## src/rtl/screen_rom_reader_if.sv

```systemverilog
// Read bus between the screen image reader and the 471x250 image ROM.
// The reader drives the address; the ROM returns data one clock later.
interface screen_rom_reader_if;
  logic [16:0] addr;
  logic [7:0]  rom_data;

  modport master (output addr, input rom_data);
  modport slave  (input addr, output rom_data);
endinterface

```

## src/rtl/screen_rom_reader.sv

```systemverilog
// Maps VGA pixel coordinates into the screen image ROM, compensates the ROM
// read latency and gates the result with a top-to-bottom reveal wipe.
// Coordinate in to pixel out is a fixed 3-clock pipeline.
module screen_rom_reader #(
  parameter int          IMG_W       = 471,
  parameter int          IMG_H       = 250,
  parameter int          X0          = 84,
  parameter int          Y0          = 115,
  parameter int          REVEAL_STEP = 10,
  parameter logic [7:0]  BG_COLOR    = 8'h00
) (
  input  logic                       i_clk2,
  input  logic                       i_rst_n,
  input  logic [9:0]                 i_x,
  input  logic [9:0]                 i_y,
  input  logic                       i_active,
  input  logic                       i_frame_tick,
  input  logic                       i_show,
  screen_rom_reader_if.master        rom,
  output logic [7:0]                 o_pixel,
  output logic                       o_valid,
  output logic                       o_active,
  output logic                       o_busy
);

  localparam logic [1:0] HIDDEN = 2'd0;
  localparam logic [1:0] REVEAL = 2'd1;
  localparam logic [1:0] SHOWN  = 2'd2;

  localparam logic [10:0] X_LO = 11'(X0);
  localparam logic [10:0] X_HI = 11'(X0 + IMG_W);
  localparam logic [10:0] Y_LO = 11'(Y0);
  localparam logic [10:0] Y_HI = 11'(Y0 + IMG_H);
  localparam logic [8:0]  ROWS_FULL = 9'(IMG_H);

  // Saturating advance of the revealed row count; never exceeds the image height.
  function automatic logic [8:0] sat_rows(input logic [8:0] r);
    logic [10:0] s;
    s = 11'(r) + 11'(REVEAL_STEP);
    if (s > 11'(IMG_H)) return ROWS_FULL;
    return s[8:0];
  endfunction

  logic [1:0]  state_q, state_d;
  logic [8:0]  reveal_rows_q, reveal_rows_d;

  logic [16:0] addr_q, addr_d;
  logic        win_p1_q, win_p1_d, rev_p1_q, rev_p1_d, act_p1_q, act_p1_d;
  logic        win_p2_q, win_p2_d, rev_p2_q, rev_p2_d, act_p2_q, act_p2_d;
  logic [7:0]  pixel_q, pixel_d;
  logic        valid_q, valid_d, active_q, active_d;

  logic        in_win;
  logic [9:0]  row, col;

  // Reveal wipe control: row count only moves on a frame tick or a hide.
  always_comb begin
    state_d       = state_q;
    reveal_rows_d = reveal_rows_q;
    case (state_q)
      HIDDEN: begin
        reveal_rows_d = '0;
        if (i_show) state_d = REVEAL;
      end
      REVEAL: begin
        if (!i_show) begin
          state_d       = HIDDEN;
          reveal_rows_d = '0;
        end else if (i_frame_tick) begin
          reveal_rows_d = sat_rows(reveal_rows_q);
          if (reveal_rows_d == ROWS_FULL) state_d = SHOWN;
        end
      end
      SHOWN: begin
        reveal_rows_d = ROWS_FULL;
        if (!i_show) begin
          state_d       = HIDDEN;
          reveal_rows_d = '0;
        end
      end
      default: begin
        state_d       = HIDDEN;
        reveal_rows_d = '0;
      end
    endcase
  end

  // Pixel pipeline: window test and address, ROM wait, then output select.
  always_comb begin
    // stage 0: window test and image-relative coordinates
    in_win = i_active &&
             ({1'b0, i_x} >= X_LO) && ({1'b0, i_x} < X_HI) &&
             ({1'b0, i_y} >= Y_LO) && ({1'b0, i_y} < Y_HI);
    row = i_y - 10'(Y0);
    col = i_x - 10'(X0);

    // stage 1: ROM address (held outside the window) and flags
    addr_d   = in_win ? (17'(row) * 17'(IMG_W) + 17'(col)) : addr_q;
    win_p1_d = in_win;
    rev_p1_d = (row < {1'b0, reveal_rows_q});
    act_p1_d = i_active;

    // stage 2: flags wait alongside the ROM read
    win_p2_d = win_p1_q;
    rev_p2_d = rev_p1_q;
    act_p2_d = act_p1_q;

    // stage 3: ROM data or background
    valid_d  = win_p2_q && rev_p2_q;
    pixel_d  = valid_d ? rom.rom_data : BG_COLOR;
    active_d = act_p2_q;
  end

  // State and pipeline registers, cleared asynchronously.
  always_ff @(posedge i_clk2 or negedge i_rst_n) begin
    if (!i_rst_n) begin
      state_q       <= HIDDEN;
      reveal_rows_q <= '0;
      addr_q        <= '0;
      win_p1_q      <= 1'b0;
      rev_p1_q      <= 1'b0;
      act_p1_q      <= 1'b0;
      win_p2_q      <= 1'b0;
      rev_p2_q      <= 1'b0;
      act_p2_q      <= 1'b0;
      pixel_q       <= BG_COLOR;
      valid_q       <= 1'b0;
      active_q      <= 1'b0;
    end else begin
      state_q       <= state_d;
      reveal_rows_q <= reveal_rows_d;
      addr_q        <= addr_d;
      win_p1_q      <= win_p1_d;
      rev_p1_q      <= rev_p1_d;
      act_p1_q      <= act_p1_d;
      win_p2_q      <= win_p2_d;
      rev_p2_q      <= rev_p2_d;
      act_p2_q      <= act_p2_d;
      pixel_q       <= pixel_d;
      valid_q       <= valid_d;
      active_q      <= active_d;
    end
  end

  assign rom.addr = addr_q;
  assign o_pixel  = pixel_q;
  assign o_valid  = valid_q;
  assign o_active = active_q;
  assign o_busy   = (state_q == REVEAL);

endmodule

```

## src/flat_wrapper.sv

```systemverilog
// flat-port wrapper written by rule: the top's interface ports become plain ports
module screen_rom_reader_flat 
#(
  parameter int          IMG_W       = 471,
  parameter int          IMG_H       = 250,
  parameter int          X0          = 84,
  parameter int          Y0          = 115,
  parameter int          REVEAL_STEP = 10,
  parameter logic [7:0]  BG_COLOR    = 8'h00
)
  (i_clk2, i_rst_n, i_x, i_y, i_active, i_frame_tick, i_show, o_pixel, o_valid, o_active, o_busy, rom_addr, rom_rom_data);
  screen_rom_reader_if rom_i ();
  input  logic i_clk2;
  input  logic i_rst_n;
  input  logic [9:0] i_x;
  input  logic [9:0] i_y;
  input  logic i_active;
  input  logic i_frame_tick;
  input  logic i_show;
  output logic [7:0] o_pixel;
  output logic o_valid;
  output logic o_active;
  output logic o_busy;
  output wire logic [$bits(rom_i.addr)-1:0] rom_addr;
  input wire logic [$bits(rom_i.rom_data)-1:0] rom_rom_data;
  assign rom_addr = rom_i.addr;
  assign rom_i.rom_data = rom_rom_data;
  screen_rom_reader #(.IMG_W(IMG_W), .IMG_H(IMG_H), .X0(X0), .Y0(Y0), .REVEAL_STEP(REVEAL_STEP), .BG_COLOR(BG_COLOR)) u_core (.i_clk2(i_clk2), .i_rst_n(i_rst_n), .i_x(i_x), .i_y(i_y), .i_active(i_active), .i_frame_tick(i_frame_tick), .i_show(i_show), .rom(rom_i), .o_pixel(o_pixel), .o_valid(o_valid), .o_active(o_active), .o_busy(o_busy));
endmodule
```

## config.mk

```make
export PLATFORM = sky130hd
export DESIGN_NAME = screen_rom_reader_flat
export DESIGN_NICKNAME = d
export VERILOG_FILES = /design/src/rtl/screen_rom_reader_if.sv /design/src/rtl/screen_rom_reader.sv /design/src/flat_wrapper.sv
export SDC_FILE = /design/constraint.sdc
export NUM_CORES = 1
export LEC_CHECK = 0
export CORE_MARGIN = 2
export CORE_UTILIZATION = 55
export CTS_BUF_LIST = sky130_fd_sc_hd__clkbuf_16
export CTS_CLUSTER_DIAMETER = 150
export CTS_CLUSTER_SIZE = 8
export DETAILED_ROUTE_END_ITERATION = 10
export DONT_BUFFER_PORTS = 1
export GPL_TIMING_DRIVEN = 0
export PLACE_DENSITY_LB_ADDON = 0.2
export SETUP_SLACK_MARGIN = 0.15
export SYNTH_ARGS = -nofsm -noshare
export SYNTH_HDL_FRONTEND = slang
export SYNTH_SLANG_ARGS = --single-unit
```

## constraint.sdc

```tcl
create_clock -name i_clk2 -period 2 [get_ports i_clk2]
set_input_delay 0.3 -clock i_clk2 [delete_from_list [all_inputs] [get_ports i_clk2]]
set_output_delay 0.3 -clock i_clk2 [all_outputs]
set_load 0.02 [all_outputs]
```

# [Yosys cells after proc, flatten, opt, wreduce, memory -nomap -nowiden]
# Cells that the tools add are included.
[classes] n_addsub=4 n_reduce_logical=7 n_lt_le_gt_ge=6 multipliers=1 eq_ne=7 mux=20
[ops] cell="$mux W9" n=7
[ops] cell="$ge A10 B7 Y1 const B" n=2
[ops] cell="$sub A10 B7 Y10 const B" n=2
[ops] cell="$pmux W9 S2" n=1
[ops] cell="$add A17 B10 Y17" n=1
[ops] cell="$mul A10 B9 Y17 const B" n=1
[ops] cell="$mux W8" n=2
[ops] cell="$gt A11 B8 Y1 const B" n=1
[ops] cell="$add A9 B4 Y10 const B" n=1
[ops] cell="$lt A10 B10 Y1 const B" n=1
[ops] cell="$lt A10 B9 Y1" n=1
[ops] cell="$lt A10 B9 Y1 const B" n=1
[ops] cell="$mux W2" n=5
[ops] cell="$eq A9 B8 Y1 const B" n=1
[ops] cell="$pmux W2 S3" n=1
[ops] cell="$logic_and A1 B1 Y1" n=5
[ops] cell="$mux W1" n=4
[ops] cell="$ne A2 B2 Y1 const B" n=2
[ops] cell="$reduce_and A4 Y1" n=1
[ops] cell="$ne A3 B2 Y1 const B" n=1
[ops] cell="$ne A3 B3 Y1 const B" n=1
[ops] cell="$eq A2 B1 Y1 const B" n=1
[ops] cell="$eq A2 B2 Y1 const B" n=1
[ops] cell="$logic_not A2 Y1" n=1
[totals] in_bits=33 elab_cells=57 regBits=44

# [Depth between registers and ports, before layout]
[logic_depth] depth_word=15 mapped_depth=21 ltp_nobuf=21

# [Least setup slack after synthesis]
# No wires, ideal clock.
[synth_path] kind="input to register" startpoint="input i_y[0]" endpoint="register u_core.addr_q[16], in the netlist u_core.rom.addr[16]" arrival_time_ps=5457 path_stages=18 path_buffers=0 setup_slack_ps=-3553 path_cell_list="ha_1 -> nor3_1 -> nor2_1 -> xnor2_1 -> inv_1 -> fa_1 -> ha_1 -> fa_1 -> inv_1 -> fa_1 -> fa_1 -> inv_1 -> ha_1 -> and2_1 -> a311oi_1 -> or4_1 -> and3b_1 -> o31ai_1"
[synth_between] elab_chain_cells=3 word_cells_on_any_way=7
[synth_rtl] item="from (decl)" line_no="flat_wrapper.sv:16" source="input logic [9:0] i_y;"
[synth_rtl] item="$sub A10 B7 Y10 or $ge A10 B7 Y1 (tied branches)" line_no="screen_rom_reader.sv:94, screen_rom_reader.sv:93"
[synth_rtl] item="$mul A10 B9 Y17 or $logic_and A1 B1 Y1 (tied branches)" line_no="screen_rom_reader.sv:98, screen_rom_reader.sv:92"
[synth_rtl] item="$add A17 B10 Y17 or $logic_and A1 B1 Y1 (tied branches)" line_no="screen_rom_reader.sv:98, screen_rom_reader.sv:93"
[synth_rtl] item="to (signal assigned)" line_no="screen_rom_reader.sv:132" source="addr_q <= addr_d;"
[synth_rtl] item="to (decl)" line_no="screen_rom_reader.sv:47" source="logic [16:0] addr_q, addr_d;"
# Several ways; a longest one is shown, not always the timed one.
# A chain may end at the register's enable or synchronous reset.

# [Final worst setup path]
# Same ends and word-level chain as after synthesis.

==> reports/qor.yml <==
ios: 61
violations: "setup timing"
critical_path_required_ps: 2200
timing_worst_slew_pin_value_ps: 498
timing.critical_path.slowest_stage_cell: "sky130_fd_sc_hd__fa_1"
period_needed_ps: 4720
setup_viol: 19
drv_slew: 0
ys_dominant_reg_cell: "sky130_fd_sc_hd__dfrtp_1"
worst_path_most_repeated_cell: "sky130_fd_sc_hd__ha_4"
antennaDiodeCount: 0
grt_antenna_before_repair: 0
fp.coreArea_um2: 7770
drt.antenna.violating_nets: 0
cts_root_buffer: "sky130_fd_sc_hd__clkbuf_16"
tritoncts.num_buffers: 5
tritoncts: "done"
synthDominantCellAreaShare_pct: 24.8
cts_num_sinks: 44
netlist_area_um2: 4450
area_growth_syn_to_layout_pct: 37.7
initial_utilization_pct: 57.3
slew_headroom_pct: 66.6
yosysSeqAreaShare_pct: 24.8
timing.final.hold_violations: 0
routedLengthMet1_um: 4920
final.period_utilization_pct: 236
worstSetupPathType: "input port to flop"
grt_pass1_wl_um: 18000
gp_congestion: 0.897
die_height_um: 93.9
synth-edff-count: 0
via_count_of_the_first_global_routing_pass: 3814
grt_start_max_net_pins: 45
layout.cells.non_filler: 631
num_vias: 3680
clock-skew-final_ps: 4.87
clkTransAtPathRegs_ps: 70
routed_wire_length_per_instance_um: 19.0
timing.max_cap.violations: 0
cells_after_synth: 472
routed-wl-met3_um: 616
post_synth.cell_area_avg_um2: 9.42
totalWireLength_um: 12000
syn_nets: 603
crit_path_end_kind: "flop"
ys.warnings.count: 0
critPathTopFamily: "adder cells"
grt_overflow: 0
worstHoldPathType: "input port to flop"
worstPathCellList: "ha_4 -> buf_4 -> xnor2_4 -> and2_4 -> nor2_2 -> ha_4 -> or2_2 -> inv_2 -> fa_1 -> fa_1 -> inv_2 -> fa_1 -> ha_4 -> ha_4 -> a21o_1 -> a311oi_4 -> or4_4 -> and3b_1 -> o31ai_1"
worst_setup_path_start_kind: "input port"
top_fanout_value_on_the_critical_path: 6
worstReg2RegStart: "u_core.reveal_rows_q[1]"
final_layout_size_suffix_gt1_share_pct: 35.9
die_width_um: 93.9
placement.io_buffers: 0
wl_met2_um: 6280
place_inst: 574
detailed_place_hpwl_um: 7100
hold_path.startpoint: "i_active"
netlist_top_cells_area: "sky130_fd_sc_hd__dfrtp_1 (25%), sky130_fd_sc_hd__ha_1 (20%), sky130_fd_sc_hd__fa_1 (12%), sky130_fd_sc_hd__inv_1 (7.0%), sky130_fd_sc_hd__xnor2_1 (4.9%)"
maxUsedRoutingLayer: "met4"
cpPeakStageDelay_ps: 580
finish.net_count: 659
synth.lib_cells_used.distinct: 56
worstSkewPairLatency_ps: 290
synth.ff_latch_count: 44
critical_path_arrival_ps: 4920
place_ws_ps: -3290
grtUsageTotal_pct: 26.2
startpoint: "i_y[0]"
rsz_0062_raised_after_global_routing: "true"
final_common_cell: "sky130_fd_sc_hd__inv_1"
share_of_synthesized_registers_carrying_an_async_set_or_reset_pct: 100
overall_die_area_um2: 8820
most_frequent_cells_in_the_layout: "sky130_fd_sc_hd__inv_1 (63), sky130_fd_sc_hd__ha_1 (42), sky130_fd_sc_hd__dfrtp_1 (41)"
worst-path-buf-inv: 3
clock_tree.htree_level_count: 2
routed_via_density: 5.83
fmaxAchievable_mhz: 212
clock_path_buffers: 2
finalWorstSetupSlack_ps: -2720
placement_rows: 32
status: "complete, but fails checks"
detail_route.drc_violations: 0
initialDrtViolationCount: 229
drt_pass1_iterations: 4
yosys.area.top_type: "sky130_fd_sc_hd__dfrtp_1"
## layout make-up
class,instances,area (um2)
buffer,5,43.8
multi-input combinational,340,3890
inverter,83,319
timing repair buffer,49,465
sequential,44,1100
clock inverter,3,46.3
fill,437,1640
tap,102,128
clock buffer,5,125
## cells in the mapped netlist, drive strengths merged, types with 3 or more instances
cell type / instances
a21boi: 4
xnor2: 25
a211o: 4
nor3: 10
nand2b: 5
or2: 3
mux2: 4
ha: 72
a21o: 5
o21ai: 27
and2: 3
dfrtp: 44
buf: 3
inv: 83
fa: 26
nand2: 27
nor2: 20
and3: 8
o21a: 5
a31oi: 4
nor2b: 3
o211ai: 9
o21bai: 4
o31ai: 3
xor2: 14
nand4: 3
a211oi: 4
a21oi: 17
## sequential cells by signal, indices dropped and copies added, names as in the netlist
signal and cells:
u_core.o_valid 1, u_core.win_p2_q 1, u_core.o_active 1, u_core.rom.addr 17
u_core.act_p2_q 1, u_core.rev_p1_q 1, u_core.act_p1_q 1, u_core.reveal_rows_q 9
u_core.o_pixel 8, u_core.win_p1_q 1, u_core.state_q 2, u_core.rev_p2_q 1
## routing by layer
layer | GRT usage (%) | up-vias
met5 | 0 | -
met4 | 4.95 | 0
met3 | 4.41 | 16
met2 | 47.3 | 136
met1 | 33.2 | 1801
li1 | - | 1727
## kinds of logic after synthesis
family / share of synthesized area (%)
flops: 24.8
fa+ha+maj: 32.4
mux: 1.63
buf+inv: 7.65
simple gates: 9.56
xor+xnor: 7.68
compound gates: 16.3
## metrics by stage
step	hold WS, ps	instance area [um2]	TNS [ps]	util, %
floorplan	4.41	4760	-31840	-
global placement	5.81	4890	-36390	62.9
detailed placement	5.68	4890	-37550	62.9
CTS	30.2	5820	-29590	74.9
global route	26.4	6120	-33620	78.8
finish	33.3	6120	-31400	78.8
## worst register-to-register path, stage by stage, from the launching register on
cell and delay, ps:
sky130_fd_sc_hd__dfrtp_2 450, sky130_fd_sc_hd__ha_4 260, sky130_fd_sc_hd__or3_4 360, sky130_fd_sc_hd__a2111oi_4 320, sky130_fd_sc_hd__a21oi_2 80, sky130_fd_sc_hd__a2bb2oi_2 160, sky130_fd_sc_hd__buf_4 140, sky130_fd_sc_hd__a211oi_2 180
sky130_fd_sc_hd__a31o_2 140
## final timing paths
check                                          end  slack [ps]  depth (start not counted)
min                                u_core.act_p1_q          30                          0
max                            u_core.rom.addr[16]       -2720                         19
min in group asynchronous      u_core.rom.addr[10]         510                          2
min reg2reg                        u_core.o_active         350                          0
max reg2reg                      u_core.state_q[1]        -140                          8
max in group asynchronous  u_core.reveal_rows_q[6]        1260                          2
## repair_timing
item	4_1_cts	5_1_grt
endpoints found under the hold margin	44	0
resized for setup	86	41
hold buffers	2	0
pin swaps	46	30
gates cloned	0	1
buffers inserted	33	13
setup endpoints to repair	27	28
Power is not shown: default switching activity piles up to over one toggle a cycle in this logic, so the estimate is an artifact.
